<file path="config.mk">
export PLATFORM = sky130hd
export DESIGN_NAME = muldiv_unit_flat
export DESIGN_NICKNAME = d
export VERILOG_FILES = /design/src/rtl/muldiv_if.sv /design/src/rtl/muldiv_unit.sv /design/src/flat_wrapper.sv
export SDC_FILE = /design/constraint.sdc
export NUM_CORES = 1
export LEC_CHECK = 0
export BUFFER_PORTS_ARGS = -buffer_cell sky130_fd_sc_hd__buf_4
export CORE_ASPECT_RATIO = 0.9
export CORE_MARGIN = 10
export CORE_UTILIZATION = 25
export DETAILED_ROUTE_END_ITERATION = 10
export RECOVER_POWER = 50
export SLEW_MARGIN = 40
export SYNTH_ARGS = -nofsm -noshare
export SYNTH_HDL_FRONTEND = slang
export SYNTH_SLANG_ARGS = --single-unit
</file>
<file path="constraint.sdc">
create_clock -name clk -period 5.05 [get_ports clk]
set_input_delay 0.2525 -clock clk [delete_from_list [all_inputs] [get_ports clk]]
set_output_delay 0.2525 -clock clk [all_outputs]
set_load 0.005 [all_outputs]
</file>
<file path="src/rtl/muldiv_if.sv">
// muldiv_if: request/response bundle between the EX stage and the
// iterative multiply/divide unit.
//
// Signals (all driven/sampled on the rising clk edge of the enclosing design):
//   Start   master->slave  launch an op; only looked at while the unit is idle
//   Funct3  master->slave  RV32M op select (MUL..REMU)
//   Kill    master->slave  flush: abort whatever is in flight, no Done
//   SrcA    master->slave  rs1 operand (multiplicand / dividend)
//   SrcB    master->slave  rs2 operand (multiplier / divisor)
//   Busy    slave->master  high while iterating
//   Done    slave->master  one-cycle pulse, Result valid in that cycle
//   Result  slave->master  last completed result, held between ops
//
// Handshake: Start acts as "valid" and is accepted on any rising edge where
// the unit is idle and Kill is low; there is no separate ready, so the master
// must keep Start/Funct3/SrcA/SrcB stable until that edge. Done is the
// response strobe; it is not acknowledged and lasts exactly one cycle.
interface muldiv_if #(
  parameter int DATA_WIDTH = 32
);
  logic                  Start;
  logic [2:0]            Funct3;
  logic                  Kill;
  logic [DATA_WIDTH-1:0] SrcA;
  logic [DATA_WIDTH-1:0] SrcB;
  logic                  Busy;
  logic                  Done;
  logic [DATA_WIDTH-1:0] Result;

  modport master (
    output Start, Funct3, Kill, SrcA, SrcB,
    input  Busy, Done, Result
  );

  modport slave (
    input  Start, Funct3, Kill, SrcA, SrcB,
    output Busy, Done, Result
  );
endinterface

</file>
<file path="src/rtl/muldiv_unit.sv">
// muldiv_unit: iterative RV32M multiply/divide unit sitting beside the ALU.
// Multiplies by shift-add and divides by restoring shift-subtract, both on
// operand magnitudes, one radix-2 step per cycle, with the sign fixed up in a
// final cycle. Divide-by-zero and signed overflow are resolved at launch.
//
// Ports:
//   clk        rising-edge clock
//   reset      asynchronous, active-high; returns the unit to IDLE, clears all
//   bus        muldiv_if.slave (Start/Funct3/Kill/SrcA/SrcB in,
//              Busy/Done/Result out)
//   dbg_state  current FSM state (0 IDLE, 1 CALC, 2 DONE)
module muldiv_unit #(
  parameter int DATA_WIDTH = 32
) (
  input  logic       clk,
  input  logic       reset,
  muldiv_if.slave    bus,
  output logic [1:0] dbg_state
);
  localparam int W  = DATA_WIDTH;
  localparam int CW = $clog2(W + 1);
  // Steps 0..W-1 iterate; the count W is the sign-fixup / writeback cycle.
  localparam logic [CW-1:0] LAST_STEP = CW'(W);
  localparam logic [W-1:0]  MIN_NEG   = {1'b1, {(W-1){1'b0}}};

  typedef enum logic [1:0] {
    IDLE = 2'd0,
    CALC = 2'd1,
    DONE = 2'd2
  } state_t;

  state_t          state_q,  state_d;
  logic [CW-1:0]   cnt_q,    cnt_d;
  logic [2:0]      op_q,     op_d;
  // Multiply: {partial high, multiplier shifting out}.
  // Divide:   {partial remainder, dividend shifting out / quotient in}.
  logic [2*W-1:0]  acc_q,    acc_d;
  // Multiplicand magnitude or divisor magnitude.
  logic [W-1:0]    opb_q,    opb_d;
  logic            neg_q,    neg_d;   // negate product / quotient
  logic            rneg_q,   rneg_d;  // negate remainder
  logic [W-1:0]    result_q, result_d;

  // Launch-time operand decode.
  logic            a_signed, b_signed, a_neg, b_neg, div_zero, div_ovf;
  logic [W-1:0]    a_mag, b_mag, special_res;

  always_comb begin
    // Divides: signed unless Funct3[0]. Multiplies: rs1 signed for
    // MUL/MULH/MULHSU, rs2 signed for MUL/MULH (MUL low half is sign-agnostic).
    a_signed    = bus.Funct3[2] ? ~bus.Funct3[0] : (bus.Funct3[1:0] != 2'b11);
    b_signed    = bus.Funct3[2] ? ~bus.Funct3[0] : ~bus.Funct3[1];
    a_neg       = a_signed & bus.SrcA[W-1];
    b_neg       = b_signed & bus.SrcB[W-1];
    a_mag       = a_neg ? -bus.SrcA : bus.SrcA;
    b_mag       = b_neg ? -bus.SrcB : bus.SrcB;
    div_zero    = bus.Funct3[2] & (bus.SrcB == '0);
    div_ovf     = bus.Funct3[2] & ~bus.Funct3[0] &
                  (bus.SrcA == MIN_NEG) & (bus.SrcB == '1);
    special_res = div_zero ? (bus.Funct3[1] ? bus.SrcA : '1)
                           : (bus.Funct3[1] ? '0 : MIN_NEG);
  end

  // Per-step datapath and final sign fixup.
  logic [W:0]      mul_sum, div_shift, div_diff;
  logic [2*W-1:0]  prod_fix;
  logic [W-1:0]    quo_fix, rem_fix, final_res;

  always_comb begin
    mul_sum   = {1'b0, acc_q[2*W-1:W]} + (acc_q[0] ? {1'b0, opb_q} : '0);
    div_shift = {acc_q[2*W-1:W], acc_q[W-1]};
    // Bit W of the difference is the borrow: set means the divisor did not fit.
    div_diff  = div_shift - {1'b0, opb_q};
    prod_fix  = neg_q  ? -acc_q            : acc_q;
    quo_fix   = neg_q  ? -acc_q[W-1:0]     : acc_q[W-1:0];
    rem_fix   = rneg_q ? -acc_q[2*W-1:W]   : acc_q[2*W-1:W];
    if (op_q[2]) begin
      final_res = op_q[1] ? rem_fix : quo_fix;
    end else begin
      final_res = (op_q[1:0] == 2'b00) ? prod_fix[W-1:0] : prod_fix[2*W-1:W];
    end
  end

  always_comb begin
    state_d  = state_q;
    cnt_d    = cnt_q;
    op_d     = op_q;
    acc_d    = acc_q;
    opb_d    = opb_q;
    neg_d    = neg_q;
    rneg_d   = rneg_q;
    result_d = result_q;

    case (state_q)
      IDLE: begin
        if (bus.Start && !bus.Kill) begin
          op_d   = bus.Funct3;
          neg_d  = a_neg ^ b_neg;
          rneg_d = a_neg;
          cnt_d  = '0;
          if (div_zero || div_ovf) begin
            result_d = special_res;
            state_d  = DONE;
          end else begin
            state_d = CALC;
            if (bus.Funct3[2]) begin
              acc_d = {{W{1'b0}}, a_mag};
              opb_d = b_mag;
            end else begin
              acc_d = {{W{1'b0}}, b_mag};
              opb_d = a_mag;
            end
          end
        end
      end
      CALC: begin
        if (cnt_q == LAST_STEP) begin
          result_d = final_res;
          state_d  = DONE;
        end else begin
          cnt_d = cnt_q + CW'(1);
          if (op_q[2]) begin
            acc_d = {(div_diff[W] ? div_shift[W-1:0] : div_diff[W-1:0]),
                     acc_q[W-2:0], ~div_diff[W]};
          end else begin
            acc_d = {mul_sum, acc_q[W-1:1]};
          end
        end
      end
      DONE: state_d = IDLE;
      default: state_d = IDLE;
    endcase

    // Flush wins over everything, including a completing op.
    if (bus.Kill) begin
      state_d  = IDLE;
      result_d = result_q;
    end
  end

  always_ff @(posedge clk or posedge reset) begin
    if (reset) begin
      state_q  <= IDLE;
      cnt_q    <= '0;
      op_q     <= '0;
      acc_q    <= '0;
      opb_q    <= '0;
      neg_q    <= 1'b0;
      rneg_q   <= 1'b0;
      result_q <= '0;
    end else begin
      state_q  <= state_d;
      cnt_q    <= cnt_d;
      op_q     <= op_d;
      acc_q    <= acc_d;
      opb_q    <= opb_d;
      neg_q    <= neg_d;
      rneg_q   <= rneg_d;
      result_q <= result_d;
    end
  end

  assign bus.Busy   = (state_q == CALC);
  assign bus.Done   = (state_q == DONE) && !bus.Kill;
  assign bus.Result = result_q;
  assign dbg_state  = state_q;
endmodule
</file>
<file path="src/flat_wrapper.sv">
// flat-port wrapper written by rule: the top's interface ports become plain ports
module muldiv_unit_flat 
#(
  parameter int DATA_WIDTH = 32
)
  (clk, reset, dbg_state, bus_Start, bus_Funct3, bus_Kill, bus_SrcA, bus_SrcB, bus_Busy, bus_Done, bus_Result);
  muldiv_if #(.DATA_WIDTH(DATA_WIDTH)) bus_i ();
  input  logic clk;
  input  logic reset;
  output logic [1:0] dbg_state;
  input wire logic [$bits(bus_i.Start)-1:0] bus_Start;
  input wire logic [$bits(bus_i.Funct3)-1:0] bus_Funct3;
  input wire logic [$bits(bus_i.Kill)-1:0] bus_Kill;
  input wire logic [$bits(bus_i.SrcA)-1:0] bus_SrcA;
  input wire logic [$bits(bus_i.SrcB)-1:0] bus_SrcB;
  output wire logic [$bits(bus_i.Busy)-1:0] bus_Busy;
  output wire logic [$bits(bus_i.Done)-1:0] bus_Done;
  output wire logic [$bits(bus_i.Result)-1:0] bus_Result;
  assign bus_i.Start = bus_Start;
  assign bus_i.Funct3 = bus_Funct3;
  assign bus_i.Kill = bus_Kill;
  assign bus_i.SrcA = bus_SrcA;
  assign bus_i.SrcB = bus_SrcB;
  assign bus_Busy = bus_i.Busy;
  assign bus_Done = bus_i.Done;
  assign bus_Result = bus_i.Result;
  muldiv_unit #(.DATA_WIDTH(DATA_WIDTH)) u_core (.clk(clk), .reset(reset), .bus(bus_i), .dbg_state(dbg_state));
endmodule
</file>
## Yosys cells after proc, flatten, opt, wreduce, memory -nomap -nowiden

Index checks and enable logic that the tools add are counted.

- Register bits after elaboration: 141
- Output and inout bits: 36
- Word-level logic and storage cells: 89

- $add $sub $neg: 8
- Eq/ne operators: 13
- Mux-type cells: 34
- Bitwise gates (word level): 12
- Reductions and logical operators: 14

Operators with widths:

| kind | count |
|---|---|
| $mux W32 | 17 |
| $mux W64 | 5 |
| $neg A32 Y32 | 4 |
| $pmux W64 S2 | 1 |
| $eq A32 B32 Y1 const B | 2 |
| $neg A64 Y64 | 1 |
| $pmux W32 S2 | 1 |
| $add A32 B33 Y33 | 1 |
| $sub A33 B32 Y33 | 1 |
| $logic_not A32 Y1 | 1 |
| $mux W6 | 2 |
| $pmux W6 S2 | 1 |
| $mux W2 | 4 |
| $add A6 B1 Y6 const B | 1 |
| $and A1 B1 Y1 | 6 |
| $eq A6 B6 Y1 const B | 1 |
| $ne A2 B1 Y1 const B | 3 |
| $ne A2 B2 Y1 const B | 3 |
| $ne A3 B2 Y1 const B | 2 |
| $reduce_and A3 Y1 | 2 |
| $not A1 Y1 | 5 |
| $reduce_and A5 Y1 | 1 |
| $logic_not A2 Y1 | 2 |
| $pmux W2 S2 | 1 |
| other kinds (10) | 13 |

## Depth between registers and ports, before layout

Gate-level depths: netlist (run 1).

- Word-level depth: 9
- Depth in mapped cells: 15
- Mapped depth without buffers: 13

## Worst setup path before layout (run 1)

No wires, ideal clock.

- Path type: register -> register
- Start point: reg u_core.acc_q[32]
- End point: reg u_core.acc_q[52]
- Data arrival time: 3389 ps
- Data required time: 4911 ps
- Path slack: 1521 ps
- Stages on the path, launching flop included: 14
- Path buffers: 2
- Path through: dfrtp_1 clkbuf_1 inv_1 fa_1 nand2b_1 a21o_1 a311oi_1 or2_2 a41oi_1 a211o_1 nand3_1 buf_1 mux2i_1 o221ai_1

- Word-level cells in the longest chain between the ends: 5

Ends and longest elaborated chain:

| element | RTL line | text |
|---|---|---|
| start: declaration | muldiv_unit.sv:37 | `logic [2*W-1:0] acc_q, acc_d;` |
| start signal: assignment | muldiv_unit.sv:146 | `acc_q <= '0;` |
| start signal: assignment | muldiv_unit.sv:155 | `acc_q <= acc_d;` |
| $sub A33 B32 Y33 | muldiv_unit.sv:73 | `div_diff = div_shift - {1'b0, opb_q};` |
| $mux W32 | muldiv_unit.sv:123 | `acc_d = {(div_diff[W] ? div_shift[W-1:0] : div_diff[W-1:0]),` |
| $mux W64 * | muldiv_unit.sv:122 | `if (op_q[2]) begin` |
| $mux W64 * | muldiv_unit.sv:117 | `if (cnt_q == LAST_STEP) begin` |
| $pmux W64 S2 * | muldiv_unit.sv:94 | `case (state_q)` |

Mark *: on every way between the ends. The rest lies on a longest branch, timed or not. The select of a mux whose other input is x is not followed.
A chain may end at the register's enable or synchronous reset.

## Final worst setup path (run 1)

- Start point: reg u_core.acc_q[31]
- End point: reg u_core.acc_q[35]

- Word-level cells in the longest chain between the ends: 5

Ends and longest elaborated chain:

| element | RTL line |
|---|---|
| $sub A33 B32 Y33 | muldiv_unit.sv:73 |
| $mux W32 | muldiv_unit.sv:123 |
| $mux W64 | muldiv_unit.sv:122 |
| $mux W64 | muldiv_unit.sv:117 |
| $pmux W64 S2 | muldiv_unit.sv:94 |

Every way passes these cells. The select of a mux whose other input is x is not followed.

==> flow_summary.toml, run 1 <==
[layout]
synthesis_to_layout_area_growth_pct = 13.1
num-nets-final = 2219
count_of_inserted_antenna_diode_cells = 0
post_route_cells_drive_above_1_share_pct = 9.24

[detailed_routing]
wl_per_cell_um = 20.0
avgViaCountPerCell = 5.42
drc = 0
final_antenna_net_count = 0
initialDrtViolationCount = 1460
drtPass1Iterations = 6
wirelength_mm = 57.3
dr_total_vias = 15600

[critical_path]
crit_cells = 13
ws_path_type = "flip-flop to flip-flop"
worst_setup_path_end_kind = "flip-flop"
worstRegToRegCells = 13
required_ps = 5350
r2r_setup_slack_ps = 840
path_cells = "inv_1, ha_1, fa_1, nand2b_1, a21o_1, a311oi_1, or2_2, a41oi_1, nand3_1, nand3_2, buf_4, mux2i_1, o21ai_0"
crit_path_start_kind = "flip-flop"
critical_path.slowest_cell = "sky130_fd_sc_hd__nand3_2"
critical_path.max_stage_delay_ps = 610
worst_r2r_endpoint = "u_core.acc_q[35]"
worst-path-buf-inv = 2
worst-endpoint-arrival_ps = 4510
critical_path.startpoint = "u_core.acc_q[31]"
crit-reg2reg-launch = "u_core.acc_q[31]"
cp_max_fo = 23
critPathTopFamily = "simple AND/OR/NAND/NOR gates"

[sta]
timing.final.max_slew_violations = 210
rsz_0062_raised_after_global_routing = "no"
max_slew_margin_pct = -55.8
tightestPinTransition_ps = 2340
setup_viol = 0
achievable-frequency_mhz = 237
total_neg_setup_slack_ps = 0
final_hold_viol_count = 0
final_critical_path_setup_slack_ps = 837
finalCriticalPeriod_ps = 4210
layout_worst_path_cycle_share_pct = 83.4
finalClockSkew_ps = 12.3

[power_and_ir_drop]
vdd.ir_drop.worst_v = 0.000283
cell_area_power_density_mw_per_mm2 = 591
power.static_leakage_nw = 7.00
total_power_mw = 10.2

[placed_design]
port_buffers = 106
globalplace.congestion = 0.947
preCtsSetupSlack_ps = 915
post-dp-hpwl_mm = 44.0

[clock_tree]
clock_latency_ps = 450
cts-root-to-sink-buffers = 2
htree_num_levels = 4
cts-root-buf = "sky130_fd_sc_hd__clkbuf_16"
cts_sinks = 141
clkTransAtPathRegs_ps = 70
post-cts-setup-buffer-count = 0
cts_tree = "yes"
number_of_buffers_added_by_the_clock_tree_synthesis_step = 17

[die]
die-area_mm2 = 0.0713
start_util_pct = 25.4
io-pin-count = 107
die_x_um = 280
die-height_um = 254
core_area_mm2 = 0.0601
core.rowCount = 85

[global_routing]
grt_antenna_before_repair = 0
grt_start_max_net_pins = 112
groute.usage.overall_pct = 15.7
grt_pass1_vias = 14700
grt_first_pass_wirelength_mm = 88.5
gr-total-overflow = 0

[outcome]
violations_in_the_final_reports = "max-capacitance violations, max-slew violations"
outcome = "finished with violations"

[worst_hold_path]
worstHoldEndpoint = "u_core.dbg_state[0]"
worstHoldPathType = "input pin to flip-flop"
holdCritStartpoint = "bus_Kill"
worstHoldPathCells = 2

[yosys]
async_reset_ff_share_pct = 100
synth_warnings = 0
syn-num-nets = 2208
synth_seq_area_share_pct = 23.1
yosys.cell_types.count = 73
synthesis.area_mm2 = 0.0152
synth-edff-count = 0
gate_count_post_synth = 2064
post_synth.cell_area_avg_um2 = 7.38
yosys_register_bits = 141
dominantRegCellSynth = "sky130_fd_sc_hd__dfrtp_1"

[run]
drv.max_cap_violation_count = 2
==> synth_stat cells, types with 36 or more instances <==
cell type	instances	share of area (%)
sky130_fd_sc_hd__xor2_1	109	6.3
sky130_fd_sc_hd__o21ai_0	200	6.6
sky130_fd_sc_hd__a21oi_1	197	6.5
sky130_fd_sc_hd__dfrtp_1	141	23
sky130_fd_sc_hd__nor2_1	226	5.6
sky130_fd_sc_hd__ha_1	71	5.8
sky130_fd_sc_hd__xnor2_1	94	5.4
sky130_fd_sc_hd__clkbuf_1	125	3.1
sky130_fd_sc_hd__inv_1	72	1.8
sky130_fd_sc_hd__nand3_1	36	1.2
sky130_fd_sc_hd__mux2i_1	64	4.2
sky130_fd_sc_hd__nand2_1	193	4.8
==> worst register-to-register path: cells and delay by family (launching register included) <==
family / cells / cell delay [ps]
AND/OR/NAND/NOR: 4 / 1280
AO/OA/AOI/OAI: 4 / 990
adder cells (fa/ha/maj): 2 / 630
buffers and inverters: 2 / 560
flip-flops: 1 / 440
multiplexers: 1 / 160
==> where the power goes <==
part / leakage [nW] / internal, mW / total, mW / switching, mW
registers: 1.75 / 1.53 / 2.39 / 0.867
logic: 4.98 / 2.67 / 6.51 / 3.84
clock network: 0.275 / 0.699 / 1.28 / 0.584
total: 7.00 / 4.89 / 10.2 / 5.29
==> kinds of logic after synthesis <==
| group | synth area share, % |
|---|---|
| compound gates | 28.3 |
| simple gates | 20.3 |
| buf+inv | 5.57 |
| xor+xnor | 11.7 |
| flops | 23.1 |
| mux | 4.94 |
| fa+ha+maj | 6.09 |
==> final cells by class <==
type,count,area [um2]
Timing Repair Buffer,139,980
Tap cell,783,980
Clock buffer,18,439
Fill cell,6512,42800
Sequential cell,141,3530
Multi-Input combinational cell,1703,10900
Inverter,73,278
Clock inverter,14,133
==> how the worst max path moves through the flow <==
stage                                  endpoint  slack [ps]
final                          u_core.acc_q[35]         840
after detailed placement  u_core.bus.Result[23]         920
after global placement    u_core.bus.Result[23]        1050
after global routing           u_core.acc_q[37]         580
after floorplan                 u_core.acc_q[0]        1020
after CTS                      u_core.acc_q[36]         870
==> metrics by stage <==
step	hold WS, ps	cells	cell area (um2)	util [%]
floorplan	364	2064	15200	-
global placement	453	2837	16700	27.8
detailed placement	456	2837	16700	27.9
CTS	87.9	2870	17300	28.8
global route	103	2871	17200	28.7
finish	91.3	2871	17200	28.7
==> cells in the final DEF (no fill, tap or decap), types with 16 or more instances in the layout <==
master / count
sky130_fd_sc_hd__nand2_1: 191
sky130_fd_sc_hd__inv_1: 72
sky130_fd_sc_hd__clkbuf_1: 23
sky130_fd_sc_hd__nand3_1: 35
sky130_fd_sc_hd__ha_1: 71
sky130_fd_sc_hd__a31oi_1: 21
sky130_fd_sc_hd__a21oi_1: 196
sky130_fd_sc_hd__o211ai_1: 31
sky130_fd_sc_hd__dfrtp_1: 138
sky130_fd_sc_hd__a22oi_1: 25
sky130_fd_sc_hd__a21o_1: 33
sky130_fd_sc_hd__o21ai_0: 200
sky130_fd_sc_hd__nor2_1: 226
sky130_fd_sc_hd__nand2b_1: 28
sky130_fd_sc_hd__a211oi_1: 17
sky130_fd_sc_hd__nand4_1: 29
sky130_fd_sc_hd__xor2_1: 109
sky130_fd_sc_hd__clkbuf_16: 17
sky130_fd_sc_hd__buf_4: 98
sky130_fd_sc_hd__nor3_1: 32
sky130_fd_sc_hd__o41ai_1: 16
sky130_fd_sc_hd__o31ai_1: 33
sky130_fd_sc_hd__mux2i_1: 64
sky130_fd_sc_hd__nor4_1: 21
sky130_fd_sc_hd__xnor2_1: 94
sky130_fd_sc_hd__or4_1: 18
sky130_fd_sc_hd__or3_1: 22
==> flip-flops by register name (all words and copies together), names as in the netlist <==
name,cells
u_core.rneg_q,1
u_core.opb_q,32
u_core.dbg_state,2
u_core.bus.Result,32
u_core.acc_q,64
u_core.neg_q,1
u_core.op_q,3
u_core.cnt_q,6
==> layer usage <==
layer  track usage, %  up-vias  share of wire (%)
li1                 -     7494                  -
met1             22.7     7344                 48
met2             23.4      645                 42
met3             2.76       68                8.1
met4             4.43        0                2.2
met5                0        -                  0
==> repair_timing <==
action                     4_1_cts  5_1_grt
setup endpoints to repair        0        0
hold endpoints to repair        73        0
gates resized for setup          0        0
hold buffers                     1        0
No activity file was read; power rests on OpenSTA's default activity.
==> run 2, diff against run 1 <==
--- a/config.mk
+++ b/config.mk
@@ -5,6 +5,7 @@
 export SDC_FILE = /design/constraint.sdc
 export NUM_CORES = 1
 export LEC_CHECK = 0
+export ABC_AREA = 1
 export BUFFER_PORTS_ARGS = -buffer_cell sky130_fd_sc_hd__buf_4
 export CORE_ASPECT_RATIO = 0.9
 export CORE_MARGIN = 10
==> constraint.sdc (replaced) <==
create_clock -name clk -period 3.7 [get_ports clk]
set_input_delay 0.185 -clock clk [delete_from_list [all_inputs] [get_ports clk]]
set_output_delay 0.185 -clock clk [all_outputs]
set_load 0.005 [all_outputs]
==> run 2 against run 1 <==
  * The flow still finishes with violations (max-capacitance violations, max-slew violations)
  * Critical path depth rose by 4
  * Clock-buffer cell count fell by 1
  * Synthesized cell count rose by 52%
  * Combinational power rose by 120%
  * Final area rose by 18%
  * Non-clock buffer count rose by 15
  * Register-to-register slack got worse by 250 ps
  * Critical endpoint is now u_core.acc_q[40]
==> flow_summary.toml, run 2 <==
[critical_path]
worst-path-buf-inv = 2
ws_path_type = "flip-flop to flip-flop"
required_ps = 4020
worstRegToRegCells = 17
critical_path.slowest_cell = "sky130_fd_sc_hd__nand2_2"
crit_cells = 17
critical_path.max_stage_delay_ps = 520
path_cells = "inv_1, ha_1, fa_1, inv_1, nand3_1, nand2_1, nand2_1, nand3_2, nand2_1, nand2_2, nand2_2, nand2_1, nand2_1, nand2_2, nand3_1, nand3b_1, o21ai_2"
critPathTopFamily = "simple AND/OR/NAND/NOR gates"
critPathMostFrequentCell = "sky130_fd_sc_hd__nand2_1"
crit_path_start_kind = "flip-flop"
worst-endpoint-arrival_ps = 3430
worst_setup_path_end_kind = "flip-flop"
cp_max_fo = 33

[global_routing]
grt_antenna_before_repair = 0
groute.usage.overall_pct = 19.4
grt_first_pass_wirelength_mm = 123
grt_pass1_vias = 19500
grt_start_max_net_pins = 77
gr-total-overflow = 0

[yosys]
synth-edff-count = 0
synth_area_leaders = "sky130_fd_sc_hd__dfrtp_1 20%, sky130_fd_sc_hd__nand2_1 19%, sky130_fd_sc_hd__nand3_1 9.3%"
gate_count_post_synth = 3131
synth_commonest_cells = "925 x sky130_fd_sc_hd__nand2_1, 363 x sky130_fd_sc_hd__nor2_1, 335 x sky130_fd_sc_hd__nand3_1"
synth_top_area_share_pct = 19.7
yosys.cell_types.count = 47
synth_warnings = 0
async_reset_ff_share_pct = 100
yosys_register_bits = 141
post-synth-top-area-cell = "sky130_fd_sc_hd__dfrtp_1"
post_synth.cell_area_avg_um2 = 5.73
dominantRegCellSynth = "sky130_fd_sc_hd__dfrtp_1"
syn-num-nets = 3275
synth_seq_area_share_pct = 19.7
synthesis.area_mm2 = 0.0179
leading_cell_type_by_number_of_instances_after_synthesis = "sky130_fd_sc_hd__nand2_1"

[run]
drv.max_cap_violation_count = 1

[power_and_ir_drop]
share_clk_of_total_power_pct = 8.8
power.share.combinational_pct = 74.0
cell_area_power_density_mw_per_mm2 = 973
power.static_leakage_nw = 9.83
power.sequential.fraction_pct = 17.2
vdd.ir_drop.worst_v = 0.000535
net-switching-power_mw = 12.0
internal-power_mw = 7.73
netSwitchingFraction_pct = 60.8

[clock_tree]
cts_sinks = 141
cts-root-buf = "sky130_fd_sc_hd__clkbuf_16"
clkTransAtPathRegs_ps = 80
post-cts-setup-buffer-count = 0
htree_num_levels = 4
cts_tree = "yes"
cts-root-to-sink-buffers = 2
clock_latency_ps = 460
number_of_buffers_added_by_the_clock_tree_synthesis_step = 17

[layout]
n_fill_cell = 8152
synthesis_to_layout_area_growth_pct = 13.0
register_with_the_highest_flop_count = "u_core.acc_q"
count_of_inserted_antenna_diode_cells = 0
finish.instance_area_mm2 = 0.0203
mostFrequentLayoutCells = "925 x sky130_fd_sc_hd__nand2_1, 362 x sky130_fd_sc_hd__nor2_1, 335 x sky130_fd_sc_hd__nand3_1"
mostFrequentLayoutCell = "sky130_fd_sc_hd__nand2_1"
largest_reg_flops = 64
num-nets-final = 3330
post_route_cells_drive_above_1_share_pct = 9.16

[detailed_routing]
initialDrtViolationCount = 2912
drtPass1Iterations = 6
wirelength_mm = 82.6
final_antenna_net_count = 0
dr_total_vias = 21600
drc = 0
wl_per_cell_um = 19.9
avgViaCountPerCell = 5.19

[die]
core.rowCount = 93
die_x_um = 302
core_area_mm2 = 0.0713
die-height_um = 274
die-area_mm2 = 0.0829
io-pin-count = 107
start_util_pct = 25.2

[sta]
layout_worst_path_cycle_share_pct = 84.2
rsz_0062_raised_after_global_routing = "no"
finalClockSkew_ps = 15.2
setup_viol = 0
total_neg_setup_slack_ps = 0
final_hold_viol_count = 0
finalCriticalPeriod_ps = 3120
timing.final.max_slew_violations = 65
tightestPinTransition_ps = 1690
final_critical_path_setup_slack_ps = 584
achievable-frequency_mhz = 321
max_slew_margin_pct = -12.6
final.hold.worst_slack_ps = 43.2

[placed_design]
port_buffers = 106
dpl-instance-area_mm2 = 0.0197
post-dp-hpwl_mm = 67.4
globalplace.congestion = 0.999
preCtsSetupSlack_ps = 657

[outcome]
outcome = "finished with violations"
violations_in_the_final_reports = "max-capacitance violations, max-slew violations"

[worst_hold_path]
worstHoldPathCells = 3
worstHoldPathType = "input pin to flip-flop"
## run 2: cell count changes in the layout (fill, tap and decap cells not counted), sizes merged, moves of 73 or more
cell / change
o21ai: +97
nand3: +305
xnor2: -73
inv: +263
nor2: +150
nand2: +746
## run 2: area by class of cell
type,instances,area [um2],share of cell area [%]
clock buffer,17,425,2.10
clock inverter,15,150,0.741
inverter,337,1270,6.29
multi-input combinational,2535,12500,61.9
sequential,141,3530,17.4
tap,950,1190,5.86
timing repair buffer,154,1160,5.71
## run 2: cells by family after synthesis
| family | count (synthesis) | share of synthesized area [%] |
|---|---|---|
| buf+inv | 455 | 10.5 |
| xor+xnor | 90 | 4.39 |
| flops | 141 | 19.7 |
| fa+ha+maj | 73 | 5.17 |
| simple gates | 1776 | 42.0 |
| compound gates | 596 | 18.3 |
## run 2: power groups by stage
stage	registers (mW)	logic (mW)	clock network [mW]
after floorplan	2.82	9.91	0
after detailed placement	3.35	14.1	0
after CTS	3.33	14.2	1.76
after global placement	3.35	14.2	0
after global routing	3.46	16.1	1.82
final	3.39	14.6	1.74
## run 2: repair_timing
action                    in CTS  in global routing
hold buffers                   1                  0
hold endpoints to repair      31                  0
resized for setup              0                  0
## run 2: final timing paths
check                                  from               endpoint  slack, ps
setup / recovery           u_core.acc_q[31]       u_core.acc_q[40]        580
hold / removal                bus_Funct3[0]         u_core.op_q[0]         40
setup reg to reg           u_core.acc_q[31]       u_core.acc_q[40]        580
hold reg to reg             u_core.cnt_q[5]        u_core.cnt_q[5]        460
max in group asynchronous             reset  u_core.bus.Result[26]        870
min in group asynchronous             reset       u_core.opb_q[19]        310
## run 2: stage by stage
stage / total power, mW / cells / util, %
final: 19.7 / 4149 / 28.4
after global routing: 21.3 / 4149 / 28.4
after CTS: 19.3 / 4148 / 28.5
after detailed placement: 17.5 / 4115 / 27.7
after global placement: 17.5 / 4115 / 27.7
after floorplan: 12.7 / 3131 / -
## run 2: worst reg2reg max path, cell delays in order, from the launching register on
cell and delay [ps]:
sky130_fd_sc_hd__dfrtp_1 420, sky130_fd_sc_hd__inv_1 120, sky130_fd_sc_hd__ha_1 230, sky130_fd_sc_hd__fa_1 400
sky130_fd_sc_hd__inv_1 100, sky130_fd_sc_hd__nand3_1 70, sky130_fd_sc_hd__nand2_1 150, sky130_fd_sc_hd__nand2_1 80
sky130_fd_sc_hd__nand3_2 90, sky130_fd_sc_hd__nand2_1 70, sky130_fd_sc_hd__nand2_2 110, sky130_fd_sc_hd__nand2_2 70
sky130_fd_sc_hd__nand2_1 80, sky130_fd_sc_hd__nand2_1 70, sky130_fd_sc_hd__nand2_2 520, sky130_fd_sc_hd__nand3_1 190
sky130_fd_sc_hd__nand3b_1 150, sky130_fd_sc_hd__o21ai_2 60
## run 2: routing by layer
layer	GRT usage (%)	share of wire [%]	up-vias
li1	-	-	10400
met4	7.84	4.0	0
met2	28.5	41	1101
met3	3.19	10	128
met5	0	0	-
met1	27.6	44	9963
